`config.mk`:
```
export PLATFORM = sky130hd
export DESIGN_NAME = dff_ctrl_arb_flat
export DESIGN_NICKNAME = d
export VERILOG_FILES = /design/src/rtl/dff_ctrl_arb_if.sv /design/src/rtl/dff_ctrl_arb.sv /design/src/flat_wrapper.sv
export SDC_FILE = /design/constraint.sdc
export NUM_CORES = 1
export LEC_CHECK = 0
export ABC_AREA = 0
export ABC_CLOCK_PERIOD_IN_PS = 5700
export BUFFER_PORTS_ARGS = -buffer_cell sky130_fd_sc_hd__buf_2
export CAP_MARGIN = 0
export CORE_MARGIN = 1.5
export CORE_UTILIZATION = 47
export CTS_CLUSTER_SIZE = 40
export DETAILED_ROUTE_END_ITERATION = 10
export PLACE_DENSITY = 0.8
export SETUP_SLACK_MARGIN = 0.5
export SYNTH_ARGS = -nofsm -noshare
export SYNTH_HDL_FRONTEND = slang
export SYNTH_SLANG_ARGS = --single-unit
```
`constraint.sdc`:
```
create_clock -name clk -period 5.7 [get_ports clk]
set_input_delay 0.285 -clock clk [delete_from_list [all_inputs] [get_ports clk]]
set_output_delay 0.285 -clock clk [all_outputs]
set_load 0.01 [all_outputs]
```
`src/rtl/dff_ctrl_arb_if.sv`:
```
// Request/response bundle between requesters and the shared flip-flop arbiter.
interface dff_ctrl_arb_if;
  logic [3:0] req_valid;
  logic [7:0] req_op;
  logic [3:0] req_data;
  logic [3:0] ack;
  logic       rsp_q;

  modport master (output req_valid, req_op, req_data, input ack, rsp_q);
  modport slave  (input req_valid, req_op, req_data, output ack, rsp_q);
endinterface

```
`src/rtl/dff_ctrl_arb.sv`:
```
// Arbitrates four requesters onto one shared flip-flop: IDLE -> ISSUE -> WAIT -> RESP.
// Round robin by default; define DFF_ARB_FIXED_PRI_EN for fixed priority (lowest index wins).
module dff_ctrl_arb (
  input  logic           clk,
  input  logic           clear_in,
  dff_ctrl_arb_if.slave  req,
  output logic           busy,
  output logic [7:0]     op_count,
  output logic           dff_din,
  output logic           dff_preset,
  output logic           dff_clear,
  output logic           dff_enable,
  input  logic           dff_q
);

  typedef enum logic [1:0] {IDLE, ISSUE, WAIT, RESP} state_e;

  state_e     state_q, state_d;
  logic [1:0] id_q;
  logic [3:0] ack_q, ack_d;
  logic       rsp_bit_q, rsp_bit_d;
  logic [7:0] cnt_q, cnt_d;
  logic       en_q, en_d, pre_q, pre_d, clr_q, clr_d, din_q, din_d;
`ifndef DFF_ARB_FIXED_PRI_EN
  logic [1:0] rr_q;
`endif

  logic [1:0] win, idx, gop;
  logic       found, gdat;

  always_comb begin
    win   = 2'd0;
    idx   = 2'd0;
    found = 1'b0;
    for (int i = 0; i < 4; i++) begin
`ifdef DFF_ARB_FIXED_PRI_EN
      idx = 2'(i);
`else
      idx = rr_q + 2'(i);
`endif
      if (!found && req.req_valid[idx]) begin
        win   = idx;
        found = 1'b1;
      end
    end
  end

  assign gop  = req.req_op[{win, 1'b0} +: 2];
  assign gdat = req.req_data[win];

  // State register plus the registered datapath/outputs
  always_ff @(posedge clk) begin
    if (clear_in) begin
      state_q   <= IDLE;
      id_q      <= 2'd0;
      ack_q     <= 4'd0;
      rsp_bit_q <= 1'b0;
      cnt_q     <= 8'd0;
      en_q      <= 1'b0;
      pre_q     <= 1'b0;
      clr_q     <= 1'b0;
      din_q     <= 1'b0;
`ifndef DFF_ARB_FIXED_PRI_EN
      rr_q      <= 2'd0;
`endif
    end else begin
      state_q   <= state_d;
      ack_q     <= ack_d;
      rsp_bit_q <= rsp_bit_d;
      cnt_q     <= cnt_d;
      en_q      <= en_d;
      pre_q     <= pre_d;
      clr_q     <= clr_d;
      din_q     <= din_d;
      if (state_q == IDLE && found) begin
        id_q <= win;
`ifndef DFF_ARB_FIXED_PRI_EN
        rr_q <= win + 2'd1;
`endif
      end
    end
  end

  always_comb begin
    state_d = state_q;
    case (state_q)
      IDLE:    if (found) state_d = ISSUE;
      ISSUE:   state_d = WAIT;
      WAIT:    state_d = RESP;
      RESP:    state_d = IDLE;
      default: state_d = IDLE;
    endcase
  end

  // Controls are decoded at the grant edge so they are plain flops during ISSUE
  always_comb begin
    busy      = (state_q != IDLE);
    en_d      = 1'b0;
    pre_d     = 1'b0;
    clr_d     = 1'b0;
    din_d     = 1'b0;
    ack_d     = 4'd0;
    rsp_bit_d = rsp_bit_q;
    cnt_d     = cnt_q;
    if (state_q == IDLE && found) begin
      case (gop)
        2'b00: begin en_d = 1'b1; din_d = gdat;   end
        2'b01: pre_d = 1'b1;
        2'b10: clr_d = 1'b1;
        default: begin en_d = 1'b1; din_d = ~dff_q; end
      endcase
    end
    if (state_q == WAIT) begin
      rsp_bit_d   = dff_q;
      ack_d[id_q] = 1'b1;
    end
    if (state_q == RESP && cnt_q != 8'hFF) cnt_d = cnt_q + 8'd1;
  end

  assign req.ack    = ack_q;
  assign req.rsp_q  = rsp_bit_q;
  assign op_count   = cnt_q;
  // A reset mid-ISSUE must not let the write reach the flip-flop on that edge
  assign dff_enable = en_q  & ~clear_in;
  assign dff_preset = pre_q & ~clear_in;
  assign dff_clear  = clr_q & ~clear_in;
  assign dff_din    = din_q & ~clear_in;

endmodule

```
`src/flat_wrapper.sv`:
```
// flat-port wrapper written by rule: the top's interface ports become plain ports
module dff_ctrl_arb_flat 
  (clk, clear_in, busy, op_count, dff_din, dff_preset, dff_clear, dff_enable, dff_q, req_req_valid, req_req_op, req_req_data, req_ack, req_rsp_q);
  dff_ctrl_arb_if req_i ();
  input  logic clk;
  input  logic clear_in;
  output logic busy;
  output logic [7:0] op_count;
  output logic dff_din;
  output logic dff_preset;
  output logic dff_clear;
  output logic dff_enable;
  input  logic dff_q;
  input wire logic [$bits(req_i.req_valid)-1:0] req_req_valid;
  input wire logic [$bits(req_i.req_op)-1:0] req_req_op;
  input wire logic [$bits(req_i.req_data)-1:0] req_req_data;
  output wire logic [$bits(req_i.ack)-1:0] req_ack;
  output wire logic [$bits(req_i.rsp_q)-1:0] req_rsp_q;
  assign req_i.req_valid = req_req_valid;
  assign req_i.req_op = req_req_op;
  assign req_i.req_data = req_req_data;
  assign req_ack = req_i.ack;
  assign req_rsp_q = req_i.rsp_q;
  dff_ctrl_arb u_core (.clk(clk), .clear_in(clear_in), .req(req_i), .busy(busy), .op_count(op_count), .dff_din(dff_din), .dff_preset(dff_preset), .dff_clear(dff_clear), .dff_enable(dff_enable), .dff_q(dff_q));
endmodule
```
# [Yosys cells after proc, flatten, opt, wreduce, memory -nomap -nowiden]
# Cells that the tools add are included.
[classes] add_sub_neg=5 multipliers=0 div_mod_pow=0 n_lt_le_gt_ge=7 n_eq_ne=7 shift=1 n_mux=26 n_bitwise=8 n_reduce_logical=15
[op_table] op="2-bit by 3-bit < comparator with 1-bit output (second input constant)" n=6
[op_table] op="1-bit 2-to-1 mux" n=13
[op_table] op="1-bit binary-select mux with 2-bit select" n=5
[op_table] op="2-bit 2-to-1 mux" n=5
[op_table] op="8-bit by 1-bit adder with 8-bit output (second input constant)" n=1
[op_table] op="8-bit inequality test (second input constant)" n=1
[op_table] op="2-bit one-hot mux with 4 select lines" n=1
[op_table] op="8-bit by 4-bit variable part select with 2-bit output" n=1
[op_table] op="2-bit equality test (second input constant)" n=3
[op_table] op="1-bit logical AND" n=6
[op_table] op="2-bit OR reduction" n=3
[op_table] op="2-bit by 1-bit adder with 2-bit output (second input constant)" n=2
[op_table] op="2-bit adder (second input constant)" n=2
[op_table] op="1-bit bitwise AND" n=4
[op_table] op="2-bit by 1-bit equality test with 1-bit output (second input constant)" n=2
[op_table] op="2-bit logical NOT" n=2
[op_table] op="1-bit NOT" n=4
[op_table] op="1-bit logical NOT" n=3
[op_table] op="1-bit demux with 2-bit select" n=1
[op_table] op="2-bit by 1-bit greater-or-equal comparator with 1-bit output (second input constant)" n=1
[op_table] op="2-bit by 1-bit inequality test with 1-bit output (second input constant)" n=1
[op_table] op="1-bit one-hot mux with 2 select lines" n=1
[op_table] op="2-bit nonzero test" n=1
[word_totals] ff_bits=23 latchBits=0 ram_bits=0 rom_bits=0 input_bits=19 word_cells=79 mem_count=0

# [Longest topological paths before layout]
[depth] word_depth=16 ltp_mapped=9 mapped_depth_nobuf=9

# [Worst setup path after synthesis]
# No wires, ideal clock.
[synth_path] kind="reg-to-reg" start="reg u_core.rr_q[0]" end="reg u_core.en_q" arrival_ns=1.675 required_time_ns=5.585 slack_ns=3.910 stages_incl_launch_ff=8 period_less_slack_ns=1.790 cell_sequence="dfxtp_1 o22ai_1 o21a_1 nor2_2 mux2i_1 mux2_2 ha_1 and2_1"
[synth_via] elab_chain_len=16
[synth_rtl] item="from (decl)" line="dff_ctrl_arb.sv:25" text="logic [1:0] rr_q;"
[synth_rtl] item="from (signal assigned)" line="dff_ctrl_arb.sv:78" text="rr_q <= win + 2'd1;"
[synth_rtl] item="parallel branches: the longest is 16 deep, another holds 2-bit by 1-bit adder with 2-bit output"
[synth_rtl] item="to (signal assigned)" line="dff_ctrl_arb.sv:71" text="en_q <= en_d;"
[synth_rtl] item="to (decl)" line="dff_ctrl_arb.sv:23" text="logic en_q, en_d, pre_q, pre_d, clr_q, clr_d, din_q, din_d;"
# Several ways; the timed one is not identified. The select of a mux whose other input is x is not followed.
# A chain may end at the register's enable or synchronous reset.

# [Worst setup path in the final report]
[layout_path] start="reg u_core.rr_q[0]" end="reg u_core.din_q"
[layout_via] elab_chain_len=16
[layout_rtl] item="parallel branches: the longest is 16 deep, another holds 2-bit by 1-bit adder with 2-bit output"
[layout_rtl] item="to (signal assigned)" line="dff_ctrl_arb.sv:74" text="din_q <= din_d;"
[layout_rtl] item="to (decl)" line="dff_ctrl_arb.sv:23"
# Several ways; the timed one is not identified. The select of a mux whose other input is x is not followed.

==> run_results.csv <==
group,metric,value,unit
place,port_buffers,36,
global_routing,grt_pass1_vias,804,
die,die_x,53.3,um
die,ios,37,
sta,setup_tns,0,ns
yosys,synthArstFlopShare,0,%
worst_setup_path,crit_path_end_kind,"flop",
clock_network,cts_sinks,23,
sta,worst-slew-pin-transition,0.725,ns
global_routing,track_usage,15.3,%
die,initial_core_util,48.8,%
min_path,hold_end,"u_core.req.rsp_q",
sta,max_slew_margin,51.2,%
worst_setup_path,reg2reg_from,"u_core.rr_q[0]",
finish,drive_gt1_share,27.7,%
pwr,leakagePower,0.000660,uW
detailed_routing,drtIter0Drc,19,
die,die_y,53.3,um
yosys,ys.warnings.count,0,
sta,finalSetupViolCount,0,
yosys,synth-main-ff-cell,"dfxtp_1",
clock_network,clkLatencyLatePin,0.31,ns
worst_setup_path,critPathKind,"reg -> reg",
clock_network,cts_setup_buffers,0,
pwr,power.density,334,nW/um^2
sta,fin_crit_sh,34.6,%
clock_network,cts_tree,"done",
worst_setup_path,rr_endpoint,"u_core.din_q",
worst_setup_path,crit_path_start_kind,"flop",
pwr,switching_share,35.8,%
clock_network,cts.path.max_buffers,2,
pwr,p_int,302,uW
min_path,hold_class,"in -> reg",
sta,finalHoldViolCount,0,
global_routing,grt_max_degree,22,
detailed_routing,viasPerCell,5.05,
yosys,synth.avg_cell_area,9.20,um^2
sta,slew_violations,0,
clock_network,postCtsHoldBufs,0,
pwr,switching_power,168,uW
finish,area_growth,18.8,%
detailed_routing,dr.pass1.iters,4,
detailed_routing,wire_per_inst,10.9,um
global_routing,grt_overflow_total,0,
detailed_routing,ant_nets,0,
sta,min_period,1.97,ns
finish,nets,195,
finish,antenna_cells,0,
detailed_routing,drc_errors,0,
detailed_routing,vias,990,
worst_setup_path,rrSetupSlack,3.73,ns
pwr,irDropWorstVdd,196,uV
yosys,synth_cells,129,
yosys,syn_area,1190,um^2
pwr,pwr-share-seq,44.5,%
min_path,min_from,"dff_q",
place,gp_congestion,0.752,
die,die_area,2840,um^2
yosys,yosys.area.top_type_share,38.8,%
yosys,synthDistinctLibCells,32,
sta,fmax,508,MHz
place,place_hpwl,1670,um
die,rows,18,
clock_network,htreeDepth,1,
global_routing,grt_pass1_wl,3190,um
worst_setup_path,critPathRequiredTime,5.95,ns
worst_setup_path,path_max_fanout,6,
pwr,clkPwrFrac,15.9,%
min_path,holdPathStages,3,
worst_setup_path,worstRegToRegCells,8,
die,coreArea,2430,um^2
place,place_ws,3.69,ns
global_routing,grt_antenna_before_repair,0,
clock_network,cts.clk_slew.worst_paths,0.12,ns
clock_network,cts_buffers,3,
detailed_routing,totalWireLength,2130,um
yosys,synth_seq_cells,23,
sta,rsz0062_at_grt,"false",
yosys,netlist.top_cell.by_area,"dfxtp_1",
job,cap_violations,0,
pwr,comb_power_share,39.6,%
yosys,synth-seq-area-share,38.8,%
yosys,synth-edff-count,0,
yosys,syn-num-nets,157,
sta,layout_setup_ws,3.73,ns
worst_setup_path,critPathArrivalTime,2.22,ns
clock_network,cts.repair.resized,0,
run_status,status,"finished, final reports clean",
yosys,yosys-top-cells-area,"dfxtp_1, ha_1, mux2i_1",
clock_network,clockRootBuffer,"clkbuf_4",
sta,clock_skew,0.00224,ns
kinds of logic after synthesis:
kind of cell    Yosys count  share of synthesized area, %
simple gates             49                          20.5
flops                    23                          38.8
compound gates           17                          9.38
mux                      14                          12.1
buf+inv                   9                          3.79
fa+ha+maj                 9                          9.48
xor+xnor                  8                          5.90
worst max-delay path, stage by stage (launching register included):
cell,delay (ns)
dfxtp_1,0.43
o22ai_1,0.11
o21a_1,0.19
nor2_2,0.25
mux2i_1,0.28
mux2i_1,0.14
ha_1,0.22
nand3b_1,0.16
o21ai_2,0.13
registers in the layout, summed over array words and instances (netlist names):
name / count
u_core.op_count: 8
u_core.req.rsp_q: 1
u_core.clr_q: 1
u_core.req.ack: 4
u_core.rr_q: 2
u_core.en_q: 1
u_core.pre_q: 1
u_core.id_q: 2
u_core.state_q: 2
u_core.din_q: 1
synth_stat cells (all sizes together) (2+ instances only):
cell type,number
a21oi,6
nand3b,2
a211oi,2
xor2,3
mux2,3
nor2b,5
nand4,2
nor2,17
dfxtp,23
nand3,6
o21ai,3
mux2i,11
buf,2
and2,3
ha,9
nand2,7
nor3,3
o21a,2
inv,6
xnor2,5
area by class of cell:
cell class,instances,area [um^2]
clock inverter,1,5.00
timing repair buffer,36,180
fill,216,1020
sequential,23,460
multi-input combinational,97,682
inverter,6,22.5
clock buffer,3,22.5
tap,30,37.5
per-stage QoR:
step / power, uW / util [%] / hold slack (ns) / cells / instance area [um^2]
floorplan: 362 / - / 0.429 / 129 / 1190
global placement: 391 / 56.8 / 0.452 / 192 / 1380
global route: 508 / 58.0 / 0.245 / 196 / 1410
detailed placement: 401 / 56.8 / 0.454 / 192 / 1380
finish: 470 / 58.0 / 0.226 / 196 / 1410
CTS: 476 / 58.0 / 0.227 / 196 / 1410
power by group through the flow:
stage / Combinational [uW] / Clock [uW] / Sequential (uW)
after floorplan: 153 / 0 / 209
after global placement: 180 / 0 / 211
after detailed placement: 188 / 0 / 212
after CTS: 189 / 78.5 / 209
after global routing: 210 / 85.7 / 213
final: 186 / 74.8 / 209
cell usage in the layout (no fill, tap or decap), types with 2 or more instances in the layout:
cell / netlist / final
xor2_1: 3 / 3
inv_1: 6 / 6
o21ai_0: 2 / 2
nand4_1: 2 / 2
o21a_1: 2 / 2
xnor2_1: 5 / 5
nor2b_1: 5 / 5
nand3b_1: 2 / 2
a21oi_1: 6 / 6
mux2_2: 3 / 3
nor3_1: 3 / 3
dfxtp_1: 23 / 23
nor2_1: 16 / 16
and2_1: 3 / 3
nand2_1: 7 / 7
clkbuf_4: 0 / 3
mux2i_1: 11 / 11
a211oi_1: 2 / 2
nand3_1: 6 / 6
ha_1: 9 / 9
buf_2: 0 / 36
routing by layer:
metal  up-vias  part of all wire (%)  wire (um)  global-route usage [%]
li1        519                     -          -                       -
met1       436                    46        983                    18.4
met2        33                    47       1010                    25.9
met3         2                   5.8        123                    5.08
met4         0                  0.61         13                    3.85
met5         -                     0          0                       0
worst max path at each step:
stage | from | cells past startpoint | slack [ns] | to
final | u_core.rr_q[0] | 8 | 3.73 | u_core.din_q
after global routing | u_core.rr_q[1] | 8 | 3.53 | u_core.din_q
after detailed placement | req_req_valid[2] | 10 | 3.69 | u_core.din_q
after floorplan | u_core.rr_q[0] | 7 | 3.91 | u_core.en_q
after global placement | req_req_valid[2] | 9 | 3.80 | u_core.en_q
after CTS | u_core.rr_q[0] | 8 | 3.71 | u_core.din_q
(Power assumes the default switching activity.)
